<file path="src/rtl/odometer_pkg.sv">
// Shared types and helpers for the multi-channel odometer scan controller.
package odometer_pkg;

  localparam int MAX_CH = 16;
  localparam logic [31:0] OVF_ALL_ONES = '1;

  typedef enum logic [2:0] {
    ST_IDLE,
    ST_SETTLE,
    ST_ARM,
    ST_COUNT,
    ST_OUT
  } state_t;

  typedef struct packed {
    logic       found;
    logic [3:0] idx;
  } ch_pick_t;

  // Lowest set mask bit at index >= start; found=0 when no channel remains.
  function automatic ch_pick_t pick_ch(input logic [MAX_CH-1:0] mask,
                                       input logic [4:0]        start);
    ch_pick_t p;
    p = '0;
    for (int i = MAX_CH - 1; i >= 0; i--) begin
      if (mask[i] && (5'(i) >= start)) begin
        p.found = 1'b1;
        p.idx   = 4'(i);
      end
    end
    return p;
  endfunction

endpackage

</file>
<file path="src/rtl/odometer_scan_ctrl_if.sv">
// Result handshake bundle: controller drives channel/count/overflow, sink drives ready.
interface odometer_scan_ctrl_if #(
  parameter int N_CH    = 4,
  parameter int COUNT_W = 12
);
  localparam int CH_W = $clog2(N_CH);

  logic               res_valid;
  logic               res_ready;
  logic [CH_W-1:0]    res_ch;
  logic [COUNT_W-1:0] res_count;
  logic               res_ovf;

  modport master (
    output res_valid, res_ch, res_count, res_ovf,
    input  res_ready
  );

  modport slave (
    input  res_valid, res_ch, res_count, res_ovf,
    output res_ready
  );
endinterface

</file>
<file path="src/rtl/odometer_beat_sync.sv">
// One channel of beat conditioning: 2-flop synchroniser and registered rising-edge pulse.
module odometer_beat_sync (
  input  logic clk,
  input  logic resetb,
  input  logic beat_in,
  output logic beat_pulse
);

  logic meta, sync, sync_d;

  always_ff @(posedge clk or negedge resetb) begin
    if (!resetb) begin
      meta       <= 1'b0;
      sync       <= 1'b0;
      sync_d     <= 1'b0;
      beat_pulse <= 1'b0;
    end else begin
      meta       <= beat_in;
      sync       <= meta;
      sync_d     <= sync;
      beat_pulse <= sync & ~sync_d;
    end
  end

endmodule

</file>
<file path="src/rtl/odometer_scan_ctrl.sv">
// Scans stress/reference oscillator pairs one at a time and reports the averaged
// beat period of each selected channel over a valid/ready result port.
module odometer_scan_ctrl
  import odometer_pkg::*;
#(
  parameter int N_CH       = 4,
  parameter int COUNT_W    = 12,
  parameter int AVG_LOG2   = 2,
  parameter int SETTLE_CYC = 16
) (
  input  logic            clk,
  input  logic            resetb,
  input  logic            load,
  input  logic [N_CH-1:0] ch_mask,
  input  logic            ac_dc,
  input  logic            cont,
  input  logic            meas_trig,
  input  logic [N_CH-1:0] beat_in,
  output logic [N_CH-1:0] en_rosc,
  output logic [N_CH-1:0] meas_stress,
  output logic            ac_dc_latched,
  output logic            busy,
  odometer_scan_ctrl_if.master res
);

  localparam int CH_W   = $clog2(N_CH);
  localparam int ACC_W  = COUNT_W + AVG_LOG2;
  localparam int NBEATS = 1 << AVG_LOG2;
  localparam logic [COUNT_W-1:0]  CNT_MAX     = OVF_ALL_ONES[COUNT_W-1:0];
  localparam logic [COUNT_W-1:0]  SETTLE_LAST = COUNT_W'(SETTLE_CYC - 1);
  localparam logic [AVG_LOG2:0]   LAST_BEAT   = (AVG_LOG2 + 1)'(NBEATS - 1);

  state_t               state;
  logic [N_CH-1:0]      mask_q;
  logic                 cont_q;
  logic                 stop_pend;
  logic [CH_W-1:0]      ch_q;
  logic [COUNT_W-1:0]   cnt;
  logic [ACC_W-1:0]     acc;
  logic [AVG_LOG2:0]    beat_idx;

  logic [N_CH-1:0]      beat_pulse;
  logic                 sel_pulse;
  ch_pick_t             first_pick, next_pick, out_pick;
  logic [ACC_W-1:0]     acc_sum;

  odometer_beat_sync u_sync [N_CH-1:0] (
    .clk        (clk),
    .resetb     (resetb),
    .beat_in    (beat_in),
    .beat_pulse (beat_pulse)
  );

  function automatic logic [N_CH-1:0] onehot(input logic [3:0] idx);
    return N_CH'(1) << idx;
  endfunction

  assign sel_pulse  = beat_pulse[ch_q];
  assign first_pick = pick_ch(MAX_CH'(mask_q), 5'd0);
  assign next_pick  = pick_ch(MAX_CH'(mask_q), 5'(ch_q) + 5'd1);
  assign out_pick   = next_pick.found ? next_pick : first_pick;
  // Period is counter + 1: the counter restarts at 0 on the cycle after an edge.
  assign acc_sum    = acc + ACC_W'(cnt) + ACC_W'(1);

  always_ff @(posedge clk or negedge resetb) begin
    if (!resetb) begin
      state         <= ST_IDLE;
      mask_q        <= '0;
      cont_q        <= 1'b0;
      stop_pend     <= 1'b0;
      ch_q          <= '0;
      cnt           <= '0;
      acc           <= '0;
      beat_idx      <= '0;
      en_rosc       <= '0;
      meas_stress   <= '0;
      ac_dc_latched <= 1'b0;
      busy          <= 1'b0;
      res.res_valid <= 1'b0;
      res.res_ch    <= '0;
      res.res_count <= '0;
      res.res_ovf   <= 1'b0;
    end else begin
      if (meas_trig && state != ST_IDLE) stop_pend <= 1'b1;

      case (state)
        ST_IDLE: begin
          stop_pend <= 1'b0;
          if (load) begin
            mask_q        <= ch_mask;
            ac_dc_latched <= ac_dc;
            cont_q        <= cont;
          end
          if (meas_trig && |mask_q) begin
            ch_q        <= CH_W'(first_pick.idx);
            en_rosc     <= onehot(first_pick.idx);
            meas_stress <= onehot(first_pick.idx);
            cnt         <= '0;
            busy        <= 1'b1;
            state       <= ST_SETTLE;
          end
        end

        ST_SETTLE: begin
          if (cnt == SETTLE_LAST) begin
            cnt   <= '0;
            state <= ST_ARM;
          end else begin
            cnt <= cnt + 1'b1;
          end
        end

        ST_ARM: begin
          if (cnt == CNT_MAX) begin
            res.res_valid <= 1'b1;
            res.res_ch    <= ch_q;
            res.res_count <= CNT_MAX;
            res.res_ovf   <= 1'b1;
            state         <= ST_OUT;
          end else if (sel_pulse) begin
            cnt      <= '0;
            acc      <= '0;
            beat_idx <= '0;
            state    <= ST_COUNT;
          end else begin
            cnt <= cnt + 1'b1;
          end
        end

        ST_COUNT: begin
          if (cnt == CNT_MAX) begin
            res.res_valid <= 1'b1;
            res.res_ch    <= ch_q;
            res.res_count <= CNT_MAX;
            res.res_ovf   <= 1'b1;
            state         <= ST_OUT;
          end else if (sel_pulse) begin
            acc <= acc_sum;
            cnt <= '0;
            if (beat_idx == LAST_BEAT) begin
              res.res_valid <= 1'b1;
              res.res_ch    <= ch_q;
              res.res_count <= COUNT_W'(acc_sum >> AVG_LOG2);
              res.res_ovf   <= 1'b0;
              state         <= ST_OUT;
            end else begin
              beat_idx <= beat_idx + 1'b1;
            end
          end else begin
            cnt <= cnt + 1'b1;
          end
        end

        ST_OUT: begin
          if (res.res_ready) begin
            res.res_valid <= 1'b0;
            // A trigger arriving on the accept cycle still counts as a stop.
            if (next_pick.found || (cont_q && !stop_pend && !meas_trig)) begin
              ch_q        <= CH_W'(out_pick.idx);
              en_rosc     <= onehot(out_pick.idx);
              meas_stress <= onehot(out_pick.idx);
              cnt         <= '0;
              state       <= ST_SETTLE;
            end else begin
              en_rosc     <= '0;
              meas_stress <= '0;
              busy        <= 1'b0;
              stop_pend   <= 1'b0;
              state       <= ST_IDLE;
            end
          end
        end

        default: state <= ST_IDLE;
      endcase
    end
  end

endmodule

</file>
<file path="src/flat_wrapper.sv">
// flat-port wrapper written by rule: the top's interface ports become plain ports
module odometer_scan_ctrl_flat import odometer_pkg::*;
#(
  parameter int N_CH       = 4,
  parameter int COUNT_W    = 12,
  parameter int AVG_LOG2   = 2,
  parameter int SETTLE_CYC = 16
)
  (clk, resetb, load, ch_mask, ac_dc, cont, meas_trig, beat_in, en_rosc, meas_stress, ac_dc_latched, busy, res_res_valid, res_res_ch, res_res_count, res_res_ovf, res_res_ready);
  odometer_scan_ctrl_if #(.N_CH(N_CH), .COUNT_W(COUNT_W)) res_i ();
  input  logic clk;
  input  logic resetb;
  input  logic load;
  input  logic [N_CH-1:0] ch_mask;
  input  logic ac_dc;
  input  logic cont;
  input  logic meas_trig;
  input  logic [N_CH-1:0] beat_in;
  output logic [N_CH-1:0] en_rosc;
  output logic [N_CH-1:0] meas_stress;
  output logic ac_dc_latched;
  output logic busy;
  output wire logic [$bits(res_i.res_valid)-1:0] res_res_valid;
  output wire logic [$bits(res_i.res_ch)-1:0] res_res_ch;
  output wire logic [$bits(res_i.res_count)-1:0] res_res_count;
  output wire logic [$bits(res_i.res_ovf)-1:0] res_res_ovf;
  input wire logic [$bits(res_i.res_ready)-1:0] res_res_ready;
  assign res_res_valid = res_i.res_valid;
  assign res_res_ch = res_i.res_ch;
  assign res_res_count = res_i.res_count;
  assign res_res_ovf = res_i.res_ovf;
  assign res_i.res_ready = res_res_ready;
  odometer_scan_ctrl #(.N_CH(N_CH), .COUNT_W(COUNT_W), .AVG_LOG2(AVG_LOG2), .SETTLE_CYC(SETTLE_CYC)) u_core (.clk(clk), .resetb(resetb), .load(load), .ch_mask(ch_mask), .ac_dc(ac_dc), .cont(cont), .meas_trig(meas_trig), .beat_in(beat_in), .en_rosc(en_rosc), .meas_stress(meas_stress), .ac_dc_latched(ac_dc_latched), .busy(busy), .res(res_i));
endmodule
</file>
<file path="config.mk">
export PLATFORM = sky130hd
export DESIGN_NAME = odometer_scan_ctrl_flat
export DESIGN_NICKNAME = d
export VERILOG_FILES = /design/src/rtl/odometer_pkg.sv /design/src/rtl/odometer_scan_ctrl_if.sv /design/src/rtl/odometer_beat_sync.sv /design/src/rtl/odometer_scan_ctrl.sv /design/src/flat_wrapper.sv
export SDC_FILE = /design/constraint.sdc
export NUM_CORES = 1
export LEC_CHECK = 0
export ABC_AREA = 1
export BUFFER_PORTS_ARGS = -buffer_cell sky130_fd_sc_hd__buf_2
export CORE_MARGIN = 2
export CORE_UTILIZATION = 53
export DETAILED_ROUTE_END_ITERATION = 16
export HOLD_SLACK_MARGIN = 0.1
export PLACE_DENSITY_LB_ADDON = 0.3
export SYNTH_ARGS = -nofsm -noshare
export SYNTH_HDL_FRONTEND = slang
export SYNTH_SLANG_ARGS = --single-unit
</file>
<file path="constraint.sdc">
create_clock -name clk -period 4.1 [get_ports clk]
set_input_delay 0.41 -clock clk [delete_from_list [all_inputs] [get_ports clk]]
set_output_delay 0.41 -clock clk [all_outputs]
set_load 0.01 [all_outputs]
</file>
==> impl_metrics.tcl, run 1 <==
set metrics [dict create \
    synthArstFlopShare_pct 100 \
    crit_chain "inv_1, ha_1, inv_1, fa_1, nand3_1, nand3_1, nand2_1, nand3b_1, nand2_1, nand2_1, a21boi_0" \
    hold_viol_final 0 \
    portBuffers 40 \
    antenna_found_initial 0 \
    place_area_um2 4800 \
    slowest_stage "fa_1" \
    tightest_slew_ps 967 \
    critPathMaxFanout 4 \
    vias_per_cell 5.14 \
    grtUsageMet1_pct 30.9 \
    postSynthCellCount 621 \
    slew_headroom_pct 35.5 \
    drv_slew 0 \
    grtUsageMet2_pct 36.4 \
    syn_nets 652 \
    grt_overflow 0 \
    period_share_pct 51.4 \
    first_pass_iters 4 \
    status "finished, final reports clean" \
    hold_class "in -> reg" \
    synth-edff-count 0 \
    grt-busiest-layer "met2" \
    clk_pin_slew_worst_paths_ps 100 \
    p_leak_nw 2.79 \
    vias 3963 \
    ys_seq_area_share_pct 42.9 \
    cts.sinks 78 \
    post_drt_wl_per_cell_um 13.2 \
    track_usage_pct 22.5 \
    critPathRequiredTime_ps 4350 \
    yosys_register_bits 78 \
    postCtsHoldBufs 0 \
    path_buf_inv 2 \
    cts_resized 0 \
    worst-setup-path-type "reg -> reg" \
    stdcell_area_um2 5010 \
    drive_above_1_share_pct 12.9 \
    initial_core_util_pct 55.1 \
    grtUsageMet3_pct 4.34 \
    min_period_ps 2110 \
    antenna_cells 0 \
    cts_tree "built" \
    synth_ff_type "dfrtp_1" \
    yosysTopAreaCell "dfrtp_1" \
    ys_types 33 \
    wirelength_mm 10.1 \
    setup_tns_ps 0 \
    cpMostUsedCell "nand2_1" \
    grt_pass1_wl_mm 17.4 \
    rsz0062_at_grt "false" \
    setup.worst_path.start_class "flip-flop" \
    endpoint_kind "flip-flop" \
    setup_viol 0 \
    maxCapViolCount 0 \
    grt_start_max_net_pins 79 \
    synth_top_area_share_pct 42.9 \
    worstSkewPairLatency_ps 370 \
    fin_skew_ps 16.8 \
    critPathMaxStageDelay_ps 430 \
    area.growth.synth_to_final_pct 10.1 \
    max-vdd-ir-drop_mv 0.358 \
    htreeDepth 3 \
    fp.dieH_um 96.7 \
    cts_made_buffers 9 \
    drc 0 \
    dieArea_um2 9350 \
    critPathTopFamily "simple AND/OR/NAND/NOR gates" \
    place_congestion 0.971 \
    avgSynthCellArea_um2 7.33 \
    clock-root-buffer "clkbuf_8" \
    ys_warn_count 0 \
    dieWidth_um 96.7 \
    grt_pass1_vias 3753 \
    max_freq_ghz 0.475 \
    syn-cell-area_um2 4550 \
    place_hpwl_mm 7.52 \
    ys_top_cells_by_area "dfrtp_1 43%, nand2_1 18%, inv_1 7.7%" \
    final_antenna_net_count 0 \
    cts.path.max_buffers 2 \
    core_um2 8260 \
    cp.arrival_ps 2360 \
    fin_nets 692 \
    drt_iter0_markers 258 \
    io_pins 41 \
    post_cts_buffers 0 \
    powerDensity_nw_per_um2 510 \
    rows 33 \
]
cells in the final DEF, fill, tap and decap left out, types with 3 or more instances in the layout:
cell type / n
xor2_1: 9
a21oi_1: 24
nor3_1: 5
clkbuf_8: 9
mux2_2: 3
nor2_1: 45
inv_2: 6
nand2_1: 223
nor2_2: 5
nand3b_1: 3
buf_2: 39
nand2_4: 3
dfrtp_1: 78
inv_1: 93
nand3_1: 50
ha_1: 15
nand4_1: 11
nand2_2: 3
o21ai_0: 16
inv_6: 3
worst reg2reg max path, stage by stage, from the launching register on:
cell and delay [ps]:
dfrtp_1 420, inv_1 100, ha_1 160, inv_1 80, fa_1 430, nand3_1 110
nand3_1 150, nand2_1 130, nand3b_1 110, nand2_1 130, nand2_1 70, a21boi_0 120
routing by layer:
layer  share of wire (%)  wire, um  vias up
li1                    -         -     2004
met1                  47      4730     1834
met2                  47      4750      105
met3                 5.2       525       20
met4                 1.4       141        0
met5                   0         0        -
Yosys cell counts (2+ instances only):
cell and number:
a21oi_1 24, buf_2 4, buf_4 4, buf_6 3, dfrtp_1 78, ha_1 15
inv_1 93, inv_2 6, mux2_2 3, nand2_1 223, nand2_2 3, nand2_4 3
nand3_1 50, nand3_2 2, nand3_4 2, nand3b_1 3, nand4_1 11, nor2_1 45
nor2_2 5, nor2_4 2, nor3_1 5, nor3_2 2, o21ai_0 16, o21ai_1 2
xor2_1 9
cell type report:
type	count	area, um^2
tap	105	131
clock buffer	9	124
timing repair buffer	40	203
clock inverter	7	86.3
inverter	99	372
fill	741	3240
multi-input combinational	433	2150
sequential	78	1950
power breakdown:
| part | total [mW] | internal, mW | switching (mW) | leakage, nW |
|---|---|---|---|---|
| sequential | 1.01 | 0.902 | 0.107 | 0.948 |
| clock | 0.632 | 0.296 | 0.335 | 0.105 |
| combinational | 0.914 | 0.295 | 0.619 | 1.74 |
| total | 2.56 | 1.49 | 1.06 | 2.79 |
cells by family after synthesis:
family	share of synthesized area (%)
AOI/OAI and AO/OA	5.47
buffers and inverters	10.0
muxes	0.742
and+or+nand+nor	34.6
DFF	42.9
xor gates and xnor gates	1.73
adders and majority gates	4.56
final timing paths:
path	startpoint	endpoint	slack (ps)	cells after the start
worst max-delay path	u_core.cnt[0]	u_core.res.res_count[4]	1990	11
worst max register to register	u_core.cnt[0]	u_core.res.res_count[4]	1990	11
worst min register to register	u_core.u_sync[3].meta	u_core.u_sync[3].sync	360	0
worst min-delay path	beat_in[2]	u_core.u_sync[2].meta	150	1
max in group asynchronous	resetb	u_core.mask_q[0]	3280	1
min in group asynchronous	resetb	u_core.acc[4]	190	1
sequential cells by signal, indices dropped and copies added (netlist names):
name,flops
u_core.acc,14
u_core.res.res_ch,2
u_core.res.res_ovf,1
u_core.mask_q,4
u_core.cnt,12
u_core.u_sync.sync,4
u_core.stop_pend,1
u_core.ch_q,2
u_core.beat_idx,3
u_core.u_sync.sync_d,4
u_core.cont_q,1
u_core.u_sync.beat_pulse,4
u_core.ac_dc_latched,1
u_core.u_sync.meta,4
u_core.state,3
u_core.res.res_count,12
u_core.res.res_valid,1
u_core.busy,1
u_core.en_rosc,4
per-stage QoR:
stage          total power [mW]  setup WS [ps]  hold slack [ps]  utilization (%)  std cells
3_5_place_dp               1.94           2000              336             58.2        755
6_report                   2.56           1990              150             60.7        771
5_1_grt                    2.75           1850              124             60.7        771
4_1_cts                    2.56           2000              138             60.7        771
2_1_floorplan              1.73           2310              114                -        621
3_3_place_gp               1.91           2020              335             58.2        755
No activity file was read; power rests on OpenSTA's default activity.
==> run 2: changes to the inputs <==
--- a/config.mk
+++ b/config.mk
@@ -5,7 +5,7 @@
 export SDC_FILE = /design/constraint.sdc
 export NUM_CORES = 1
 export LEC_CHECK = 0
-export ABC_AREA = 1
+export ABC_AREA = 0
 export BUFFER_PORTS_ARGS = -buffer_cell sky130_fd_sc_hd__buf_2
 export CORE_MARGIN = 2
 export CORE_UTILIZATION = 53
==> constraint.sdc (replaced) <==
create_clock -name clk -period 2.1 [get_ports clk]
set_input_delay 0.21 -clock clk [delete_from_list [all_inputs] [get_ports clk]]
set_output_delay 0.21 -clock clk [all_outputs]
set_load 0.01 [all_outputs]
==> impl_metrics.tcl, run 2 <==
set metrics [dict create \
    status "finished with violations" \
    violations "negative setup slack" \
    critPathRequiredTime_ps 2380 \
    dieWidth_um 91.5 \
    worstSkewPairLatency_ps 360 \
    ys_top_cells_by_count "78 x dfrtp_1, 47 x nand2_1, 28 x nor2_1" \
    cts_tree "built" \
    max-vdd-ir-drop_mv 0.478 \
    rows 31 \
    reg.largest.list "u_core.acc x14, u_core.cnt x12, u_core.res.res_count x12" \
    core_um2 7330 \
    cpMostUsedCell "inv_2" \
    path_buf_inv 2 \
    multiInputGateArea_um2 2080 \
    critPathTopFamily "compound AO/OA/AOI/OAI gates" \
    max_freq_ghz 0.465 \
    fp.dieH_um 91.5 \
    min_period_ps 2150 \
    syn-cell-area_um2 4050 \
    wirelength_mm 10.2 \
    top_register "u_core.acc" \
    dieArea_um2 8360 \
    fill_cells 513 \
    yosysTopAreaCell "dfrtp_1" \
    drv_slew 0 \
    endpoint_kind "flip-flop" \
    post_drt_wl_per_cell_um 17.0 \
    p_leak_nw 2.41 \
    cts_made_buffers 9 \
    cts.sinks 78 \
    setup.worst_path.start_class "flip-flop" \
    ys_warn_count 0 \
    critPathMaxFanout 2 \
    stdcell_area_um2 5180 \
    track_usage_pct 24.1 \
    slew_headroom_pct 69.2 \
    ys_seq_area_share_pct 48.1 \
    maxCapViolCount 0 \
    hold_viol_final 0 \
    portBuffers 40 \
    synth_most_common_cell "dfrtp_1" \
    cts.path.max_buffers 2 \
    drive_above_1_share_pct 33.1 \
    critPathMaxStageDelay_ps 410 \
    slowest_stage "dfrtp_1" \
    hold_class "in -> reg" \
    r2r_slack_ps -50 \
    cp.arrival_ps 2430 \
    setup_viol 5 \
    tightest_slew_ps 456 \
    initial_core_util_pct 55.3 \
    first_pass_iters 5 \
    finalPower_mw 5.67 \
    grt_overflow 0 \
    placed_cells 559 \
    final_antenna_net_count 0 \
    preCtsSetupSlack_ps -158 \
    vias 3531 \
    clk_pin_slew_worst_paths_ps 90 \
    grt_start_max_net_pins 48 \
    synth-edff-count 0 \
    clock-root-buffer "clkbuf_8" \
    synth_top_area_share_pct 48.1 \
    drc 0 \
    ys_types 58 \
    place_congestion 0.961 \
    setup_ws_ps -48.2 \
    place_hpwl_mm 6.60 \
    htreeDepth 3 \
    grt_pass1_vias 3403 \
    area.growth.synth_to_final_pct 27.7 \
    worst-setup-path-type "reg -> reg" \
    antenna_found_initial 0 \
    final_cell_count_no_fill 598 \
    drt_iter0_markers 221 \
    mostFrequentLayoutCells "73 x dfrtp_1, 50 x buf_4, 47 x nand2_1" \
    powerDensity_nw_per_um2 1100 \
    postSynthCellCount 397 \
    fin_nets 525 \
    fin_skew_ps 8.89 \
    place_area_um2 4630 \
    synthArstFlopShare_pct 100 \
    final_common_cell "dfrtp_1" \
    grt_pass1_wl_mm 16.1 \
    ys_top_cells_by_area "dfrtp_1 48%, ha_1 4.6%, nand2_1 4.4%" \
    register_area_um2 1960 \
    largest_reg_flops 14 \
    vias_per_cell 5.90 \
    crit_chain "inv_2, ha_4, inv_2, fa_2, a211oi_2, o21a_1, a21oi_2, a311o_1, xnor2_2, o211ai_1" \
    rsz0062_at_grt "true" \
    period_share_pct 102 \
    io_pins 41 \
    avgSynthCellArea_um2 10.2 \
    syn_nets 428 \
    yosys_register_bits 78 \
    synth_ff_type "dfrtp_1" \
    antenna_cells 0 \
]
run 2: cell count changes in the layout (fill, tap and decap cells not counted), sizes merged, moves of 7 or more:
| cell | delta |
|---|---|
| dlygate4sd3 | +12 |
| o31ai | +9 |
| inv | -88 |
| a22o | +8 |
| nand4 | -8 |
| nand2 | -182 |
| o211ai | +8 |
| o21a | +7 |
| buf | +53 |
| nor2 | -24 |
| o21ai | +15 |
| nand3 | -47 |
| nor2b | +11 |
run 2: what timing repair did:
item	4_1_cts	5_1_grt
setup endpoints to repair	8	38
cloned	0	1
pin swaps	5	12
buffers inserted	2	8
hold endpoints to repair	42	0
gates resized for setup	5	32
hold buffers	12	0
run 2: worst register-to-register path, delay by kind of cell, from the launching register on:
kind | cells | cell delay [ps]
flops | 1 | 410
fa+ha+maj | 2 | 490
buf+inv | 2 | 130
xor+xnor | 1 | 150
compound gates | 5 | 910
run 2: final cells by class:
type / count / share of cell area, %
multi-input combinational: 288 / 40.2
sequential: 78 / 37.8
timing repair buffer: 106 / 15.2
clock buffer: 9 / 2.39
tap: 99 / 2.39
clock inverter: 7 / 1.21
inverter: 11 / 0.798
run 2: metal layers:
| metal | track usage (%) | vias up | share of wire [%] |
|---|---|---|---|
| met3 | 4.32 | 21 | 6.3 |
| met2 | 40.7 | 125 | 49 |
| met5 | 0 | - | 0 |
| met4 | 7.45 | 0 | 1.6 |
| li1 | - | 1621 | - |
| met1 | 31.6 | 1764 | 43 |
run 2: final timing paths:
check	start	end	cells after the start
setup / recovery	u_core.acc[0]	u_core.res.res_count[10]	10
hold / removal	meas_trig	u_core.stop_pend	3
setup reg to reg	u_core.acc[0]	u_core.res.res_count[10]	10
hold reg to reg	u_core.u_sync[3].meta	u_core.u_sync[3].sync	0
max in group asynchronous	resetb	u_core.res.res_count[5]	3
min in group asynchronous	resetb	u_core.en_rosc[2]	2
run 2: power breakdown:
part           switching (mW)  internal (mW)
Sequential              0.276           1.77
Combinational            1.31           1.22
Clock                   0.636          0.456
run 2: cell families after synthesis:
family	after synthesis	synth area share, %
simple gates	133	17.1
compound gates	117	20.0
flops	78	48.1
buf+inv	31	3.95
fa+ha+maj	16	5.12
mux	12	3.52
xor+xnor	10	2.16
run 2: metrics by stage:
stage	hold slack [ps]	TNS, ps	util [%]
after floorplan	-85.6	-102	-
after global placement	179	-126	63.2
after detailed placement	180	-273	63.2
after CTS	138	-180	67.7
after global routing	143	-1130	70.6
final	141	-139	70.6
